[src/rtl/onehot_arb_pkg.sv]
// onehot_arb_pkg: shared state enum, width defaults and one-hot helpers for the round-robin arbiter.
package onehot_arb_pkg;

    localparam int DEFAULT_WIDTH   = 4;
    localparam int DEFAULT_QUANTUM = 8;
    localparam int MAX_WIDTH       = 64;

    typedef enum logic {IDLE, BUSY} state_t;

    // Helpers work on a MAX_WIDTH container; callers zero-extend and pass the live width w.
    function automatic logic [MAX_WIDTH-1:0] rotl1(input logic [MAX_WIDTH-1:0] v, input int w);
        logic [MAX_WIDTH-1:0] mask;
        mask = (MAX_WIDTH'(1) << w) - MAX_WIDTH'(1);
        return ((v << 1) | (v >> (w - 1))) & mask;
    endfunction

    function automatic int onehot_to_bin(input logic [MAX_WIDTH-1:0] v);
        int b;
        b = 0;
        for (int i = 0; i < MAX_WIDTH; i++)
            if (v[i]) b = b | i;
        return b;
    endfunction

endpackage

[src/rtl/onehot_rr_pick.sv]
// onehot_rr_pick: circular priority picker; first set bit of req at or above the one-hot ptr, wrapping.
module onehot_rr_pick #(
    parameter int WIDTH = 4
) (
    input  logic [WIDTH-1:0] req,
    input  logic [WIDTH-1:0] ptr,
    output logic [WIDTH-1:0] pick
);

    logic [2*WIDTH-1:0] dbl, hit;

    // Subtracting ptr borrows up to the first request at/above it; a miss spills into the upper copy.
    assign dbl  = {req, req};
    assign hit  = dbl & ~(dbl - {{WIDTH{1'b0}}, ptr});
    assign pick = hit[WIDTH-1:0] | hit[2*WIDTH-1:WIDTH];

endmodule

[src/rtl/onehot_rr_arbiter.sv]
// onehot_rr_arbiter: registered one-hot round-robin arbiter with rotating one-hot priority pointer.
// Define RR_ARB_QUANTUM_EN to preempt an owner after QUANTUM cycles when others are waiting.
module onehot_rr_arbiter
    import onehot_arb_pkg::*;
#(
    parameter int WIDTH   = DEFAULT_WIDTH,
    parameter int QUANTUM = DEFAULT_QUANTUM
) (
    input  logic                     clk,
    input  logic                     rst,
    input  logic                     enable,
    input  logic [WIDTH-1:0]         req,
    output logic [WIDTH-1:0]         grant,
    output logic                     grant_valid,
    output logic [$clog2(WIDTH)-1:0] grant_idx,
    output logic [WIDTH-1:0]         priority_ptr
);

    localparam int IW = $clog2(WIDTH);

    state_t           state, state_n;
    logic [WIDTH-1:0] cand, rot, pick_ptr, pick, grant_n, ptr_n;
    logic             rel, preempt;

    assign cand     = req & ~grant;
    assign rot      = WIDTH'(rotl1(MAX_WIDTH'(grant), WIDTH));
    assign rel      = (state == BUSY) && (~|(req & grant) || preempt);
    assign pick_ptr = rel ? rot : priority_ptr;

    onehot_rr_pick #(.WIDTH(WIDTH)) u_pick (
        .req (cand),
        .ptr (pick_ptr),
        .pick(pick)
    );

`ifdef RR_ARB_QUANTUM_EN
    localparam int HW = $clog2(QUANTUM + 1);
    logic [HW-1:0] hold_cnt, hold_n;
    assign preempt = (state == BUSY) && (hold_cnt == HW'(QUANTUM - 1)) && (|cand) && enable;
    always_comb begin
        hold_n = '0;
        if (state == BUSY && !rel)
            hold_n = (hold_cnt == HW'(QUANTUM - 1)) ? hold_cnt : hold_cnt + HW'(1);
    end
    always_ff @(posedge clk or posedge rst)
        if (rst) hold_cnt <= '0;
        else     hold_cnt <= hold_n;
`else
    assign preempt = 1'b0;
`endif

    always_comb begin
        state_n = state;
        grant_n = grant;
        ptr_n   = priority_ptr;
        if (state == IDLE) begin
            grant_n = (enable && |req) ? pick : '0;
            state_n = (enable && |req) ? BUSY : IDLE;
        end else if (rel) begin
            ptr_n   = rot;
            grant_n = (enable && |cand) ? pick : '0;
            state_n = (enable && |cand) ? BUSY : IDLE;
        end
    end

    always_ff @(posedge clk or posedge rst) begin
        if (rst) begin
            state        <= IDLE;
            grant        <= '0;
            grant_valid  <= 1'b0;
            grant_idx    <= '0;
            priority_ptr <= WIDTH'(1);
        end else begin
            state        <= state_n;
            grant        <= grant_n;
            grant_valid  <= |grant_n;
            grant_idx    <= (|grant_n) ? IW'(onehot_to_bin(MAX_WIDTH'(grant_n))) : grant_idx;
            priority_ptr <= ptr_n;
        end
    end

endmodule

[config.mk]
export PLATFORM = sky130hd
export DESIGN_NAME = onehot_rr_arbiter
export DESIGN_NICKNAME = d
export VERILOG_FILES = /design/src/rtl/onehot_arb_pkg.sv /design/src/rtl/onehot_rr_pick.sv /design/src/rtl/onehot_rr_arbiter.sv
export SDC_FILE = /design/constraint.sdc
export NUM_CORES = 1
export LEC_CHECK = 0
export CAP_MARGIN = 15
export CORE_AREA = 2 2 54 56
export DETAILED_ROUTE_END_ITERATION = 16
export DIE_AREA = 0 0 56 58
export HOLD_SLACK_MARGIN = 0.03
export PLACE_DENSITY = 0.54
export SETUP_SLACK_MARGIN = 0.1
export SLEW_MARGIN = 5
export SYNTH_ARGS = -nofsm -noshare
export SYNTH_HDL_FRONTEND = slang
export SYNTH_SLANG_ARGS = --single-unit
[constraint.sdc]
create_clock -name clk -period 4.79 [get_ports clk]
set_clock_uncertainty 0.1 [all_clocks]
set_input_delay 0.958 -clock clk [delete_from_list [all_inputs] [get_ports clk]]
set_output_delay 0.958 -clock clk [all_outputs]
set_load 0.02 [all_outputs]
==> results of run 1 <==
## cells in the final DEF (no fill, tap or decap), drive strengths merged, types with 2 or more instances in the layout
master / n
clkbuf: 4
nor3: 3
nor2b: 4
or3: 2
a21oi: 2
o21ai: 2
mux2: 3
nand3: 3
mux2i: 2
o31ai: 3
dfrtp: 11
nand2: 6
o41ai: 2
nor2: 5
a211o: 2
o21a: 3
clkdlybuf4s50: 17
and3: 2
ha: 3
inv: 7
## state kept, by name, indices dropped and copies added (netlist names)
signal        flops
grant             4
grant_idx         2
grant_valid       1
priority_ptr      4
state             1
## cell type report
class,count,area [sq um]
flip-flops and latches,12,302
repair buffers,18,178
clock buffers,4,26.3
multi-input cells,63,470
fillers,280,1620
well taps,31,38.8
inverters,7,26.3
## cell usage after synthesis, types with 2 or more instances
master   instances  area [sq um]
ha_1             3          37.5
o31ai_1          2          15.0
nand2_1          6          22.5
mux2i_1          2          20.0
nor3_1           3          15.0
a21oi_1          2          10.0
o41ai_1          2          17.5
dfrtp_1         11           275
mux2_2           3          33.8
nor2_1           5          18.8
nand3_1          3          15.0
inv_1            7          26.3
o21a_1           3          22.5
nor2b_1          4          25.0
## stage by stage
| step | hold WS, ps | power, mW | setup slack [ps] | utilization | instances |
|---|---|---|---|---|---|
| finish | 394 | 0.771 | 743 | 0.391 | 135 |
| global route | 424 | 0.836 | 572 | 0.391 | 135 |
| CTS | 399 | 0.777 | 745 | 0.391 | 135 |
| detailed placement | 381 | 0.706 | 471 | 0.381 | 131 |
| global placement | 385 | 0.710 | 467 | 0.381 | 131 |
| floorplan | 489 | 0.536 | 814 | - | 83 |
## power by group through the flow
stage	combinational [mW]	sequential [mW]	clock (mW)
after global routing	0.565	0.196	0.0746
after floorplan	0.306	0.231	0
after global placement	0.517	0.194	0
after CTS	0.516	0.191	0.0700
after detailed placement	0.514	0.192	0
final	0.514	0.190	0.0668
## final timing paths
path,to,slack [ps],depth (start not counted)
worst max register to register,grant_valid$_DFF_PP0_,1400,8
worst max-delay path,grant_valid$_DFF_PP0_,740,9
max in group asynchronous,priority_ptr[0]$_DFFE_PP1P_,3360,2
worst min register to register,grant_idx[1]$_DFFE_PP0P_,390,1
worst min-delay path,grant_idx[1]$_DFFE_PP0P_,390,1
min in group asynchronous,priority_ptr[1]$_DFFE_PP0P_,880,2
## cell families (layout without fill, tap and decap cells)
logic type,Yosys count,count (layout),synth area share
AND/OR/NAND/NOR,31,31,0.218
AO/OA/AOI/OAI,22,22,0.218
flip-flops,12,12,0.376
buffers and inverters,8,29,0.0374
multiplexers,5,5,0.0671
adder cells (fa/ha/maj),4,4,0.0718
XOR/XNOR,1,1,0.0109
## per-layer routing
| metal | vias to the layer above | global-route usage |
|---|---|---|
| li1 | 359 | - |
| met4 | 0 | 0.0714 |
| met5 | - | 0 |
| met1 | 366 | 0.190 |
| met3 | 4 | 0.0290 |
| met2 | 12 | 0.215 |
## worst max-delay path, cell delays in order
cell and delay [ps]:
clkdlybuf4s50_1 440, a222oi_1 320, buf_4 210, a31oi_1 220, or3_2 540, fa_1 490
nor4bb_1 60, a221o_1 330, or4_1 520
==> metrics, run 1 <==
status=finished clean; RSZ-0062 raised after global routing=false; critical setup path kind=in -> reg; DR pass1 iterations=5; Post-synth top flop=dfrtp_1; arrival time at the worst endpoint=4090 ps; Clock Sinks=12; register clock-pin slew on the reported worst setup and hold paths=70 ps; WL met1=976 microns; synth warn=0; dpl hpwl=1590 microns; Root Driver=clkbuf_4; WL final=2050 microns; Avg WL per Cell=15.1 microns; gr usage total=0.141; initial antenna violation count=0; DR vias=741; Final min period=4050 ps; postcts setup bufs=0; final slew viol count=0; CTS Buffer Depth=2; placeable core area=2660 sq um; DR WL met2=969 microns; FFs w/ async S/R, synth=1.00; number of flops mapped to enable cells by yosys=0; Startpoint Class=primary input; Syn Area/Cell=9.66 sq um; part of the cycle the worst path needs=0.845; maximum number of pins on one net before global-route repair=13; Fin Setup TNS=0 ps; critical path required time=4830 ps; post-cts resize count=0; register area share after synthesis=0.376; Crit. End Element=register; Finish-stage setup viols=0; DR WL met3=71 microns; vias in the first global route=731; share of layout cells above drive strength 1=0.135; Netlist Area Pre-Place=802 sq um; Cell Int Power=0.424 mW; first-pass GRT wire length=3520 microns; io pins=18; Worst-Skew Late Latency=280 ps; Cell Rows=19; Min-Delay Path Class=reg -> reg; number of diodes=0; placed inst area=1010 sq um; fin area=1040 sq um; total of max-cap violations=0; Worst-Margin Slew=653 ps; drt initial violations=14; cells after synthesis=83; Cell Pwr Density=740 nW/um^2; Switching Fraction=0.450; Worst Setup SP=req[2]; CTS HTree Levels=1; Worst Path Max Fanout=7; flops & latches, synth=12; cts bufs inserted=3; DRC=0; area added between synthesis and finish=29.8%; Worst VDD drop=0.300 mV; # hold bufs at CTS=0; GPL Wtd Cong=0.823; die width=56 microns; post-synthesis cell type count=41; logic gate share of total power=0.667; die area=3250 sq um; Port-buffer cells=17; vias per inst=5.49; final antenna-violating net count=0; Reg power frac=0.246; Max Clk Rate=247 MHz; Hold Crit Start=grant_idx[1]$_DFFE_PP0P_; Reg2Reg Launch Point=grant[2]$_DFF_PP0_; clock share of power=0.087; Slew Limit Headroom=0.564; Top Metal Used=met4; nets=116; TritonCTS clock tree=yes; Net Count, Synth=94; Hold Vio Cnt, Final=0; Die Y-Extent=58 microns; initial core utilization=0.301; Net Switching=0.347 mW; GRT overflow=0; leakage power=0.440 nW
Power figures use the tool's default switching activity.
==> run 2: changes to the inputs <==
clock period = 3.8 ns   (was 4.79 ns; I/O delays follow)
==> metrics, run 2 (synthesized netlist as in run 1, its figures left out) <==
status=finished clean; Critical Path Stages=13; dpl ws=-173 ps; Reg2Reg Launch Point=grant[2]$_DFF_PP0_; io pins=18; Min-Delay Path Class=reg -> reg; initial core utilization=0.301; vias in the first global route=733; nets=130; Critical path buffers and inverters=4; R2R Path End=grant_valid$_DFF_PP0_; GPL Wtd Cong=0.806; final antenna-violating net count=0; initial antenna violation count=0; CTS HTree Levels=1; die width=56 microns; Avg WL per Cell=14.9 microns; TritonCTS clock tree=yes; gr usage total=0.137; leakage power=0.557 nW; # hold bufs at CTS=0; fin area=1240 sq um; Worst-Margin Slew=629 ps; Worst VDD drop=0.479 mV; Final min period=3380 ps; Clock Sinks=12; biggest regs=grant: 4 flops, priority_ptr: 4 flops, grant_idx: 2 flops; total of max-cap violations=0; GRT overflow=0; Fin Setup TNS=0 ps; part of the cycle the worst path needs=0.890; first-pass GRT wire length=3460 microns; die area=3250 sq um; Root Driver=clkbuf_4; dpl hpwl=1650 microns; Hold Path Cell Cnt=1; Cell Pwr Density=947 nW/um^2; slowest stage cell, crit path=or4_1; critical setup path kind=in -> reg; reg-to-reg setup timing slack=600 ps; drt initial violations=12; vias per inst=5.46; CP cell instances=dlymetal6s2s_1, a222oi_1, nand3_1, buf_6, mux2_4, inv_1, ha_4, or3_4, nor3_4, o21a_1, o31ai_1, buf_4, or4_1; critical path's largest stage delay=490 ps; Hold Vio Cnt, Final=0; critical path required time=3860 ps; worst r2r path cells=12; DR pass1 iterations=5; RSZ-0062 raised after global routing=false; post-route setup slack=418 ps; critical path's top delay family=simple AND/OR/NAND/NOR gates; cts bufs inserted=3; Max Clk Rate=296 MHz; placeable core area=2660 sq um; maximum number of pins on one net before global-route repair=13; DRC=0; most frequent cells in the layout=clkdlybuf4s50_1 (14), buf_4 (14), dfrtp_1 (11); Worst Path Max Fanout=4; Crit. End Element=register; placed inst area=1150 sq um; WL final=2220 microns; Finish-stage setup viols=0; Hold Crit Start=grant_idx[1]$_DFFE_PP0P_; Cell Rows=19; number of diodes=0; Die Y-Extent=58 microns; final core occ=0.467; DR vias=813; CTS Buffer Depth=2; area added between synthesis and finish=54.9%; Slew Limit Headroom=0.575; share of layout cells above drive strength 1=0.322; Worst-Skew Late Latency=280 ps; Startpoint Class=primary input; worst hold endpoint=grant_idx[1]$_DFFE_PP0P_; arrival time at the worst endpoint=3440 ps; Port-buffer cells=17; final slew viol count=0; fillers=247; register clock-pin slew on the reported worst setup and hold paths=80 ps
==> run 2: cell count changes in the layout (fill, tap and decap cells not counted), moves of 2 or more <==
cell,previous run,this run
or3_4,0,2
buf_4,1,14
ha_4,0,2
mux2_4,0,2
dlymetal6s2s_1,0,3
clkdlybuf4s50_1,17,14
mux2_2,3,1
ha_1,3,0
==> run 2: stage by stage <==
stage / total power [mW] / std cells / hold WS (ps)
2_1_floorplan: 0.724 / 83 / 506
6_report: 1.18 / 149 / 389
5_1_grt: 1.26 / 149 / 416
4_1_cts: 1.11 / 147 / 393
3_5_place_dp: 1.01 / 143 / 376
3_3_place_gp: 1.01 / 143 / 374
==> run 2: layout make-up <==
type                       count  area (sq um)  share of cell area
timing repair buffer          32           294               0.237
inverter                       7          26.3              0.0211
tap                           31          38.8              0.0312
clock buffer                   4          36.3              0.0292
multi-input combinational     63           546               0.439
sequential                    12           302               0.243
==> run 2: how the worst max path moves through the flow <==
stage / from / end / slack [ps]
global route: req[2] / grant_valid$_DFF_PP0_ / 280
finish: req[2] / grant_valid$_DFF_PP0_ / 420
detailed placement: req[2] / grant_valid$_DFF_PP0_ / -170
floorplan: req[2] / grant_valid$_DFF_PP0_ / 110
CTS: req[2] / grant_valid$_DFF_PP0_ / 120
global placement: req[2] / grant_idx[0]$_DFFE_PP0P_ / -170
==> run 2: timing repair <==
item / 4_1_cts / 5_1_grt
setup buffers: 0 / 2
pin swaps: 1 / 7
gates resized for setup: 0 / 12
setup endpoints to repair: 1 / 3
==> run 2: metal layers <==
metal,track usage,part of all wire
met2,0.215,0.49
met3,0.0402,0.060
met4,0.0102,0.0041
met5,0,0
met1,0.198,0.44
==> run 2: where the power goes <==
group / switching (mW) / internal (mW) / total, mW
clock network: 0.0443 / 0.0583 / 0.103
logic: 0.395 / 0.436 / 0.831
registers: 0.0533 / 0.190 / 0.243
